File: config.mk
export PLATFORM = sky130hd
export DESIGN_NAME = mod12_count_monitor
export DESIGN_NICKNAME = d
export VERILOG_FILES = /design/src/rtl/mod12_count_monitor.sv
export SDC_FILE = /design/constraint.sdc
export NUM_CORES = 1
export LEC_CHECK = 0
export BUFFER_PORTS_ARGS = -buffer_cell sky130_fd_sc_hd__buf_2
export CAP_MARGIN = 25
export CORE_ASPECT_RATIO = 1.25
export CORE_MARGIN = 2
export CORE_UTILIZATION = 52
export CTS_BUF_LIST = sky130_fd_sc_hd__clkbuf_4 sky130_fd_sc_hd__clkbuf_8 sky130_fd_sc_hd__clkbuf_16
export DETAILED_ROUTE_END_ITERATION = 6
export GPL_ROUTABILITY_DRIVEN = 0
export PLACE_DENSITY = 0.75
export SLEW_MARGIN = 5
export SYNTH_ARGS = -nofsm -noshare
export SYNTH_HDL_FRONTEND = slang
export SYNTH_SLANG_ARGS = --single-unit
export TNS_END_PERCENT = 100
File: constraint.sdc
create_clock -name Clk -period 9.81 [get_ports Clk]
set_input_delay 1.962 -clock Clk [delete_from_list [all_inputs] [get_ports Clk]]
set_output_delay 1.962 -clock Clk [all_outputs]
set_load 0.01 [all_outputs]
File: src/rtl/mod12_count_monitor.sv
// Receive-side monitor for a mod-MOD up/down count bus. It locks onto a run of legal +/-1 steps
// and reports direction, wraps, illegal steps and out-of-range samples. All outputs are registered one clock after the sample.
module mod12_count_monitor #(
  parameter int MOD      = 12,
  parameter int LOCK_LEN = 3,
  parameter int WRAP_W   = 8,
  parameter int ERR_W    = 8
) (
  input  logic              Clk,
  input  logic              reset,
  input  logic              Strobe,
  input  logic [3:0]        CountIn,
  output logic              Locked,
  output logic              Dir,
  output logic              WrapUp,
  output logic              WrapDown,
  output logic              StepErr,
  output logic              RangeErr,
  output logic [WRAP_W-1:0] WrapCount,
  output logic [ERR_W-1:0]  ErrCount
);

  typedef enum logic {HUNT, LOCKED} state_t;

  localparam logic [4:0] MOD_V      = 5'(MOD);
  localparam logic [3:0] MAX_V      = 4'(MOD - 1);
  localparam logic [3:0] LOCK_V     = 4'(LOCK_LEN);
  localparam logic [3:0] LOCK_LAST  = 4'(LOCK_LEN - 1);
  localparam logic [WRAP_W-1:0] WRAP_ONE = WRAP_W'(1);
  localparam logic [ERR_W-1:0]  ERR_ONE  = ERR_W'(1);

  state_t     state;
  logic [3:0] prev;
  logic       prev_valid;
  logic [3:0] run;

  logic       in_range;
  logic [3:0] prev_inc;
  logic [3:0] prev_dec;
  logic       step_up;
  logic       step_down;
  logic       legal;
  logic       err_evt;

  assign in_range  = ({1'b0, CountIn} < MOD_V);
  assign prev_inc  = (prev == MAX_V) ? 4'd0 : prev + 4'd1;
  assign prev_dec  = (prev == 4'd0) ? MAX_V : prev - 4'd1;
  assign step_up   = in_range && prev_valid && (CountIn == prev_inc);
  assign step_down = in_range && prev_valid && (CountIn == prev_dec);
  assign legal     = step_up || step_down;
  // At most one error per sample: a range error suppresses any step error.
  assign err_evt   = Strobe && (!in_range || (state == LOCKED && !legal));

  always_ff @(posedge Clk) begin
    if (reset) begin
      state      <= HUNT;
      prev       <= 4'd0;
      prev_valid <= 1'b0;
      run        <= 4'd0;
      Locked     <= 1'b0;
      Dir        <= 1'b0;
      WrapUp     <= 1'b0;
      WrapDown   <= 1'b0;
      StepErr    <= 1'b0;
      RangeErr   <= 1'b0;
      WrapCount  <= '0;
      ErrCount   <= '0;
    end else begin
      WrapUp   <= 1'b0;
      WrapDown <= 1'b0;
      StepErr  <= 1'b0;
      RangeErr <= 1'b0;
      if (Strobe) begin
        if (!in_range) begin
          RangeErr   <= 1'b1;
          run        <= 4'd0;
          prev_valid <= 1'b0;
          state      <= HUNT;
          Locked     <= 1'b0;
        end else if (!prev_valid) begin
          prev       <= CountIn;
          prev_valid <= 1'b1;
          run        <= 4'd0;
        end else if (legal) begin
          prev <= CountIn;
          Dir  <= step_up;
          if (state == LOCKED) begin
            if (step_up && CountIn == 4'd0) begin
              WrapUp    <= 1'b1;
              WrapCount <= WrapCount + WRAP_ONE;
            end
            if (step_down && CountIn == MAX_V) begin
              WrapDown  <= 1'b1;
              WrapCount <= WrapCount - WRAP_ONE;
            end
          end else if (run == LOCK_LAST) begin
            // The locking step is judged in HUNT, so it never produces a wrap pulse.
            state  <= LOCKED;
            Locked <= 1'b1;
            run    <= LOCK_V;
          end else begin
            run <= run + 4'd1;
          end
        end else begin
          prev <= CountIn;
          run  <= 4'd0;
          if (state == LOCKED) begin
            StepErr <= 1'b1;
            state   <= HUNT;
            Locked  <= 1'b0;
          end
        end
        if (err_evt && ErrCount != '1)
          ErrCount <= ErrCount + ERR_ONE;
      end
    end
  end

endmodule

==> flow_summary.json, run 1 <==
{
  "die_area_mm2": 0.00461,
  "drt_wl_total_mm": 4.72,
  "post-cts-setup-buffer-count": 0,
  "worstPathMaxFanout": 13,
  "grt_pass1_wl_mm": 7.86,
  "die_w_um": 61.1,
  "finalNonFillerCells": 340,
  "numCtsBuffers": 5,
  "criticalPathCategory": "in -> reg",
  "synth_edf_count": 0,
  "antenna_found_initial": 0,
  "cp-start-kind": "input pin",
  "ys_ff_latch": 32,
  "synth_area_leaders": "dfxtp_1 30%, ha_1 6.5%, nand3_1 4.7%",
  "fin_util_pct": 61.7,
  "required_ns": 9.99,
  "yosys.cell_count.top_type": "dfxtp_1",
  "avgSynthCellArea_um2": 8.09,
  "initial_utilization_pct": 55.1,
  "cts_buffer_depth": 2,
  "ant_nets": 0,
  "die_height_um": 75.4,
  "holdCritPathClass": "reg -> reg",
  "setup_violations": 0,
  "crit_arrival_ns": 4.84,
  "drt-wirelength-per-cell_um": 13.9,
  "rsz0062_at_grt": "false",
  "synth-main-ff-cell": "dfxtp_1",
  "skew_ns": 0.00735,
  "power.leakage_nw": 0.936,
  "post_drt_via_cell_ratio": 5.71,
  "cts_root_buffer": "clkbuf_8",
  "cts_tree": "done",
  "placed_cells": 332,
  "yosys.area.top_type": "dfxtp_1",
  "min_period_ns": 4.66,
  "ys_seq_area_share_pct": 30.2,
  "placed_area_mm2": 0.00226,
  "synth_top_area_share_pct": 30.2,
  "fin_setup_tns_ns": 0,
  "placement_rows": 25,
  "period_share_pct": 47.5,
  "final_net_count": 304,
  "port_buffers": 28,
  "diodes": 0,
  "status": "finished clean",
  "post_synth_num_cell_types": 57,
  "relSlewSlack_pct": 64.6,
  "grt_usage_pct": 22.5,
  "maxCapViolCount": 0,
  "hpwl_mm": 3.42,
  "core_mm2": 0.00385,
  "ctsHoldBuffers": 0,
  "crit_path_end_kind": "register",
  "netlist_area_mm2": 0.00212,
  "ys_warn_count": 0,
  "grt_max_degree": 28,
  "first_pass_iters": 4,
  "cts.sinks": 32,
  "drtIter0Drc": 114,
  "async_flop_share_pct": 0,
  "fin_area_mm2": 0.00237,
  "yosys-top-cells-count": "32 x dfxtp_1, 26 x nor2_1, 20 x nand3_1",
  "syn2layout_area_growth_pct": 11.9,
  "tightestPinTransition_ns": 0.530,
  "grt_pass1_vias": 1811,
  "report.final.slew_viol_count": 0,
  "vias": 1941,
  "cts_resized": 0,
  "hold_viol_final": 0,
  "power_density_mw_per_mm2": 124,
  "irDropWorstVdd_uv": 124,
  "grt.overflow.total": 0,
  "insertion_delay_ns": 0.29,
  "cts.clk_slew.worst_paths_ns": 0.07,
  "layout-drive-gt1-share_pct": 18.9,
  "htreeDepth": 2,
  "ios": 29,
  "drcViolationCount": 0,
  "netlist_instances": 262,
  "synth_fp_nets": 281,
  "fmax_mhz": 214
}
metal layers:
metal	wire [um]	vias up	share of wire [%]	GRT usage (%)
met5	0	-	0	0
met4	123	0	2.6	11.8
met3	135	12	2.9	4.24
met2	2350	32	50	38.5
met1	2110	912	45	26.1
li1	-	985	-	-
where the power goes:
part	internal (mW)	switching, mW	total, mW
registers	0.132	0.00351	0.135
logic	0.0113	0.0197	0.0309
clock network	0.0751	0.0526	0.128
worst paths after layout:
| check | slack (ns) | depth (start not counted) | startpoint | end |
|---|---|---|---|---|
| worst max-delay path | 5.15 | 14 | CountIn[2] | WrapCount[7] |
| worst min-delay path | 0.51 | 2 | WrapCount[6] | WrapCount[6] |
| worst max register to register | 6.05 | 13 | prev[3] | WrapCount[7] |
| worst min register to register | 0.51 | 2 | WrapCount[6] | WrapCount[6] |
cells in the final DEF, fill, tap and decap left out, types with 11 or more instances in the layout:
cell type and count:
dfxtp_1 32, buf_2 28, nor2_1 26, nand3_1 20, nand2_1 19, a21oi_1 18, o21ai_0 16, inv_1 12
ha_1 11
flip-flops by register name, summed over array words and instances, names as in the netlist:
signal	count
prev	4
ErrCount	8
StepErr	1
WrapCount	8
Locked	1
WrapDown	1
state	1
RangeErr	1
WrapUp	1
prev_valid	1
run	4
Dir	1
per-stage QoR:
step	total power, mW	hold slack [ns]	setup slack [ns]
after global routing	0.306	0.535	4.90
after detailed placement	0.169	0.497	4.85
after CTS	0.296	0.509	5.15
after floorplan	0.163	0.471	5.26
after global placement	0.168	0.483	4.98
final	0.294	0.507	5.15
area by class of cell:
class,count,area (um^2)
Inverter,13,48.8
Sequential cell,32,641
Timing Repair Buffer,28,140
Multi-Input combinational cell,205,1360
Fill cell,371,1480
Tap cell,54,67.6
Clock inverter,3,42.5
Clock buffer,5,68.8
cells by family (layout without fill, tap and decap cells):
family,count (synthesis),in the layout,synth area share (%)
and+or+nand+nor,114,114,28.3
AOI/OAI and AO/OA,64,64,21.5
DFF,32,32,30.2
buffers and inverters,25,49,5.49
adders and majority gates,12,12,7.43
xor gates and xnor gates,10,10,4.13
muxes,5,5,2.89
critical path: stages:
cell and delay (ns):
buf_2 0.21, nand3_1 0.09, o21ai_0 0.09, o211ai_1 0.15, a21oi_2 0.34, nand3_1 0.21
inv_1 0.22, ha_1 0.27, a21oi_1 0.19, o211ai_1 0.15, o41ai_1 0.36, nand3_1 0.12
o31ai_1 0.11, mux2_2 0.37
No activity file was read; power rests on OpenSTA's default activity.
==> run 2: changes to the inputs <==
- ABC_AREA: unset -> 1
- PLACE_DENSITY: 0.75 -> 0.76
- clock period: 9.81 -> 4.8 ns (I/O delays scaled with it)
==> flow_summary.json, run 2 <==
{
  "grt_pass1_vias": 1790,
  "yosys.cell_count.top_type": "nand2_1",
  "grt.overflow.total": 0,
  "post-cts-setup-buffer-count": 0,
  "yosys.area.top_type": "dfxtp_1",
  "fin_setup_tns_ns": 0,
  "hpwl_mm": 3.19,
  "criticalPathCategory": "reg -> reg",
  "vias": 1943,
  "async_flop_share_pct": 0,
  "relSlewSlack_pct": 64.3,
  "drt-wirelength-per-cell_um": 11.9,
  "ys_warn_count": 0,
  "r2r_cells": 17,
  "avgSynthCellArea_um2": 7.03,
  "status": "finished clean",
  "first_pass_iters": 4,
  "report.final.slew_viol_count": 0,
  "htreeDepth": 2,
  "setup_violations": 0,
  "skew_ns": 0.00660,
  "placement_rows": 25,
  "ctsHoldBuffers": 0,
  "cts_resized": 0,
  "tightestPinTransition_ns": 0.534,
  "post_synth_num_cell_types": 30,
  "cts.sinks": 32,
  "grt_max_degree": 19,
  "cp-start-kind": "register",
  "synth_top_area_share_pct": 32.0,
  "antenna_found_initial": 0,
  "ys_ff_latch": 32,
  "cts_tree": "done",
  "insertion_delay_ns": 0.28,
  "max_stage_delay_ns": 0.44,
  "netlist_instances": 285,
  "crit_path_end_kind": "register",
  "netlist_area_mm2": 0.00200,
  "grt_pass1_wl_mm": 7.35,
  "power.leakage_nw": 1.11,
  "diodes": 0,
  "numCtsBuffers": 5,
  "cts.clk_slew.worst_paths_ns": 0.07,
  "initial_utilization_pct": 53.4,
  "reg_top3": "ErrCount (8), WrapCount (8)",
  "worstPathMaxFanout": 6,
  "synth_edf_count": 0,
  "syn2layout_area_growth_pct": 13.4,
  "core_mm2": 0.00375,
  "die_height_um": 73.4,
  "ys_seq_area_share_pct": 32.0,
  "die_w_um": 59.5,
  "min_period_ns": 3.16,
  "pre_cts_ws_ns": 1.42,
  "synth-main-ff-cell": "dfxtp_1",
  "die_area_mm2": 0.00437,
  "drtIter0Drc": 101,
  "cts_root_buffer": "clkbuf_8",
  "ant_nets": 0,
  "hold_viol_final": 0,
  "synth_area_leaders": "dfxtp_1 32%, nand2_1 11%, ha_1 6.9%",
  "layout_commonest_cell": "nand2_1",
  "final_net_count": 336,
  "irDropWorstVdd_uv": 159,
  "synth_fp_nets": 304,
  "min_path_cells": 2,
  "yosys-top-cells-count": "58 x nand2_1, 32 x dfxtp_1, 32 x inv_1, 32 x nor2_1, 26 x a21oi_1",
  "setup_ws_ns": 1.64,
  "cp_cell_sequence": "inv_1, ha_1, xnor2_1, nor2_1, nand2_2, nor2_4, nand3_2, inv_1, ha_1, a21oi_1, o21ai_0, a21oi_1, nor2_1, nor2_1, xor2_1, nand2_1, a21oi_1",
  "cts_buffer_depth": 2,
  "period_share_pct": 65.7,
  "rsz0062_at_grt": "false",
  "required_ns": 5.02,
  "crit_arrival_ns": 3.37,
  "maxCapViolCount": 0,
  "layout-drive-gt1-share_pct": 17.9,
  "ios": 29,
  "grt_usage_pct": 21.6,
  "holdCritPathClass": "reg -> reg",
  "fmax_mhz": 317,
  "port_buffers": 28,
  "drcViolationCount": 0,
  "drt_wl_total_mm": 4.27,
  "slowest_stage": "dfxtp_1",
  "power_density_mw_per_mm2": 251,
  "post_drt_via_cell_ratio": 5.43,
  "mostFrequentLayoutCells": "58 x nand2_1, 32 x dfxtp_1, 32 x inv_1, 32 x nor2_1, 28 x buf_2"
}
run 2: changes by cell type in the layout (fill, tap and decap cells not counted), sizes merged, moves of 4 or more:
| cell | previous run | this run |
|---|---|---|
| nand2 | 19 | 66 |
| nand2b | 5 | 0 |
| a211oi | 5 | 1 |
| nand4 | 3 | 8 |
| a21oi | 21 | 26 |
| nor2b | 9 | 0 |
| xnor2 | 8 | 4 |
| nand3 | 20 | 27 |
| inv | 12 | 36 |
| nor3 | 10 | 4 |
| xor2 | 2 | 7 |
| nor2 | 26 | 36 |
run 2: layer usage:
metal  vias to the layer above  wire, um  global-route usage, %
li1                       1008         -                      -
met1                       892      1960                   26.2
met2                        33      2090                   37.1
met3                        10       137                   4.23
met4                         0        79                   8.15
met5                         -         0                      0
run 2: kinds of logic (layout without fill, tap and decap cells):
logic type | after synthesis | after routing | synth area share (%)
adder cells (fa/ha/maj) | 12 | 12 | 7.87
AND/OR/NAND/NOR | 145 | 145 | 35.8
buffers and inverters | 39 | 72 | 7.68
flip-flops | 32 | 32 | 32.0
AO/OA/AOI/OAI | 46 | 46 | 11.9
XOR/XNOR | 11 | 11 | 4.81
run 2: critical path: cells and delay by family, from the launching register on:
family | cells | cell delay [ns]
and+or+nand+nor | 7 | 0.69
AOI/OAI and AO/OA | 4 | 0.66
adders and majority gates | 2 | 0.65
DFF | 1 | 0.44
buffers and inverters | 2 | 0.37
xor gates and xnor gates | 2 | 0.30
run 2: stage by stage:
step / total power, mW / util [%] / cell area [um^2] / hold WS, ns / cells
after CTS: 0.577 / 60.6 / 2270 / 0.447 / 358
after global placement: 0.351 / 58.0 / 2180 / 0.433 / 350
after global routing: 0.595 / 60.6 / 2270 / 0.492 / 358
final: 0.571 / 60.6 / 2270 / 0.442 / 358
after detailed placement: 0.353 / 58.0 / 2180 / 0.436 / 350
after floorplan: 0.336 / - / 2000 / 0.461 / 285
run 2: path summary, 6_finish.rpt:
path | start | endpoint | slack [ns]
setup / recovery | prev[0] | WrapCount[6] | 1.64
hold / removal | Locked | Locked | 0.44
setup reg to reg | prev[0] | WrapCount[6] | 1.64
hold reg to reg | Locked | Locked | 0.44
run 2: power by group:
group / internal [mW] / leakage (nW) / switching [mW]
logic: 0.0227 / 0.804 / 0.0463
registers: 0.271 / 0.260 / 0.00759
clock network: 0.122 / 0.0479 / 0.101
total: 0.416 / 1.11 / 0.155
run 2: area by class of cell:
| type | instances | area [um^2] |
|---|---|---|
| Fill cell | 371 | 1480 |
| Clock inverter | 1 | 7.51 |
| Tap cell | 40 | 50.0 |
| Timing Repair Buffer | 28 | 140 |
| Clock buffer | 7 | 90.1 |
| Sequential cell | 32 | 641 |
| Multi-Input combinational cell | 214 | 1210 |
| Inverter | 36 | 135 |
==> run 3: changes to the inputs <==
- CORE_UTILIZATION: 52 -> 51
- PLACE_DENSITY: 0.76 -> 0.77
- clock period: 4.8 -> 2.9 ns (I/O delays scaled with it)
==> flow_summary.json, run 3 (synthesized netlist as in run 2, its figures left out) <==
{
  "status": "finished clean",
  "period_share_pct": 93.1,
  "drtIter0Drc": 114,
  "cts.clk_slew.worst_paths_ns": 0.07,
  "fin_setup_tns_ns": 0,
  "cts_tree": "done",
  "fmax_mhz": 370,
  "hpwl_mm": 3.31,
  "die_area_mm2": 0.00445,
  "irDropWorstVdd_uv": 402,
  "setup_ws_ns": 0.200,
  "die_w_um": 60.1,
  "crit_path_end_kind": "register",
  "cp-start-kind": "register",
  "required_ns": 3.13,
  "drt-wirelength-per-cell_um": 12.1,
  "crit_arrival_ns": 2.93,
  "cts_buffer_depth": 2,
  "grt_max_degree": 19,
  "report.final.slew_viol_count": 0,
  "drt_wl_total_mm": 4.57,
  "finalPower_mw": 1.02,
  "min_period_ns": 2.70,
  "layout-drive-gt1-share_pct": 22.3,
  "antenna_found_initial": 0,
  "fin_area_mm2": 0.00238,
  "skew_ns": 0.00559,
  "grt_usage_pct": 21.5,
  "port_buffers": 28,
  "cts.sinks": 32,
  "worstPathMaxFanout": 5,
  "fin_util_pct": 63.0,
  "pre_cts_ws_ns": -0.0927,
  "relSlewSlack_pct": 54.8,
  "tightestPinTransition_ns": 0.672,
  "grt.overflow.total": 0,
  "finalNonFillerCells": 377,
  "syn2layout_area_growth_pct": 18.9,
  "htreeDepth": 2,
  "maxCapViolCount": 0,
  "grt_pass1_vias": 1674,
  "layout_commonest_cell": "nand2_1",
  "ios": 29,
  "setup_violations": 0,
  "placement_rows": 25,
  "power_density_mw_per_mm2": 426,
  "drcViolationCount": 0,
  "final_net_count": 341,
  "core_mm2": 0.00378,
  "holdCritPathClass": "reg -> reg",
  "cts_root_buffer": "clkbuf_8",
  "initial_utilization_pct": 53.0,
  "hold_viol_final": 0,
  "numCtsBuffers": 5,
  "diodes": 0,
  "power.leakage_nw": 1.14,
  "criticalPathCategory": "reg -> reg",
  "mostFrequentLayoutCells": "58 x nand2_1, 32 x nor2_1, 31 x dfxtp_1, 31 x inv_1, 28 x buf_2",
  "post_drt_via_cell_ratio": 5.20,
  "insertion_delay_ns": 0.29,
  "ant_nets": 0,
  "grt_pass1_wl_mm": 7.30,
  "placed_area_mm2": 0.00222,
  "reg_top3": "ErrCount (8), WrapCount (8)",
  "vias": 1961,
  "ctsHoldBuffers": 0,
  "first_pass_iters": 4,
  "placed_cells": 367,
  "die_height_um": 74.1,
  "hold_ws_ns": 0.442
}
run 3: cell count changes in the layout (fill, tap and decap cells not counted), moves of 2 or more:
cell,delta
a21oi_1,-5
a21oi_2,+5
buf_4,+5
ha_1,-2
ha_2,+2
run 3: final timing paths:
kind / startpoint / endpoint / slack, ns / cells past startpoint
hold / removal: Locked / Locked / 0.44 / 2
hold reg to reg: Locked / Locked / 0.44 / 2
setup reg to reg: prev[1] / WrapCount[6] / 0.20 / 18
setup / recovery: prev[1] / WrapCount[6] / 0.20 / 18
run 3: cell type report:
type | instances | area [um^2]
clock inverters | 2 | 35.0
fillers | 353 | 1400
clock buffers | 6 | 76.3
well taps | 54 | 67.6
flip-flops and latches | 32 | 644
repair buffers | 33 | 178
inverters | 36 | 138
multi-input cells | 214 | 1240
run 3: worst max-delay path, cell delays in order, from the launching register on:
cell and delay, ns:
dfxtp_4 0.37, inv_1 0.06, ha_1 0.28, xnor2_1 0.14
nor2_1 0.13, nand2_2 0.07, nor2_4 0.12, nand3_4 0.11
inv_4 0.10, buf_4 0.10, ha_2 0.29, nand2_1 0.10
o21ai_2 0.09, a21oi_2 0.17, nor2_1 0.05, nor2_1 0.10
xor2_1 0.15, nand2_1 0.08, a21oi_2 0.11
run 3: report_power, final:
group / internal [mW] / switching, mW / total, mW
Clock: 0.264 / 0.173 / 0.437
Combinational: 0.0401 / 0.0789 / 0.119
Sequential: 0.449 / 0.0111 / 0.460
Total: 0.753 / 0.263 / 1.02
run 3: what timing repair did:
| action | CTS | global route |
|---|---|---|
| resized for setup | 1 | 13 |
| endpoints found under the hold margin | 0 | 0 |
| buffers inserted | 0 | 2 |
| setup endpoints to repair | 1 | 4 |
| pin swaps | 0 | 3 |
run 3: metal layers:
metal	wire length (um)	track usage (%)	up-vias
met5	0	0	-
met4	78	8.64	0
met3	177	5.39	9
met2	2310	36.7	36
met1	2010	25.5	900
li1	-	-	1016
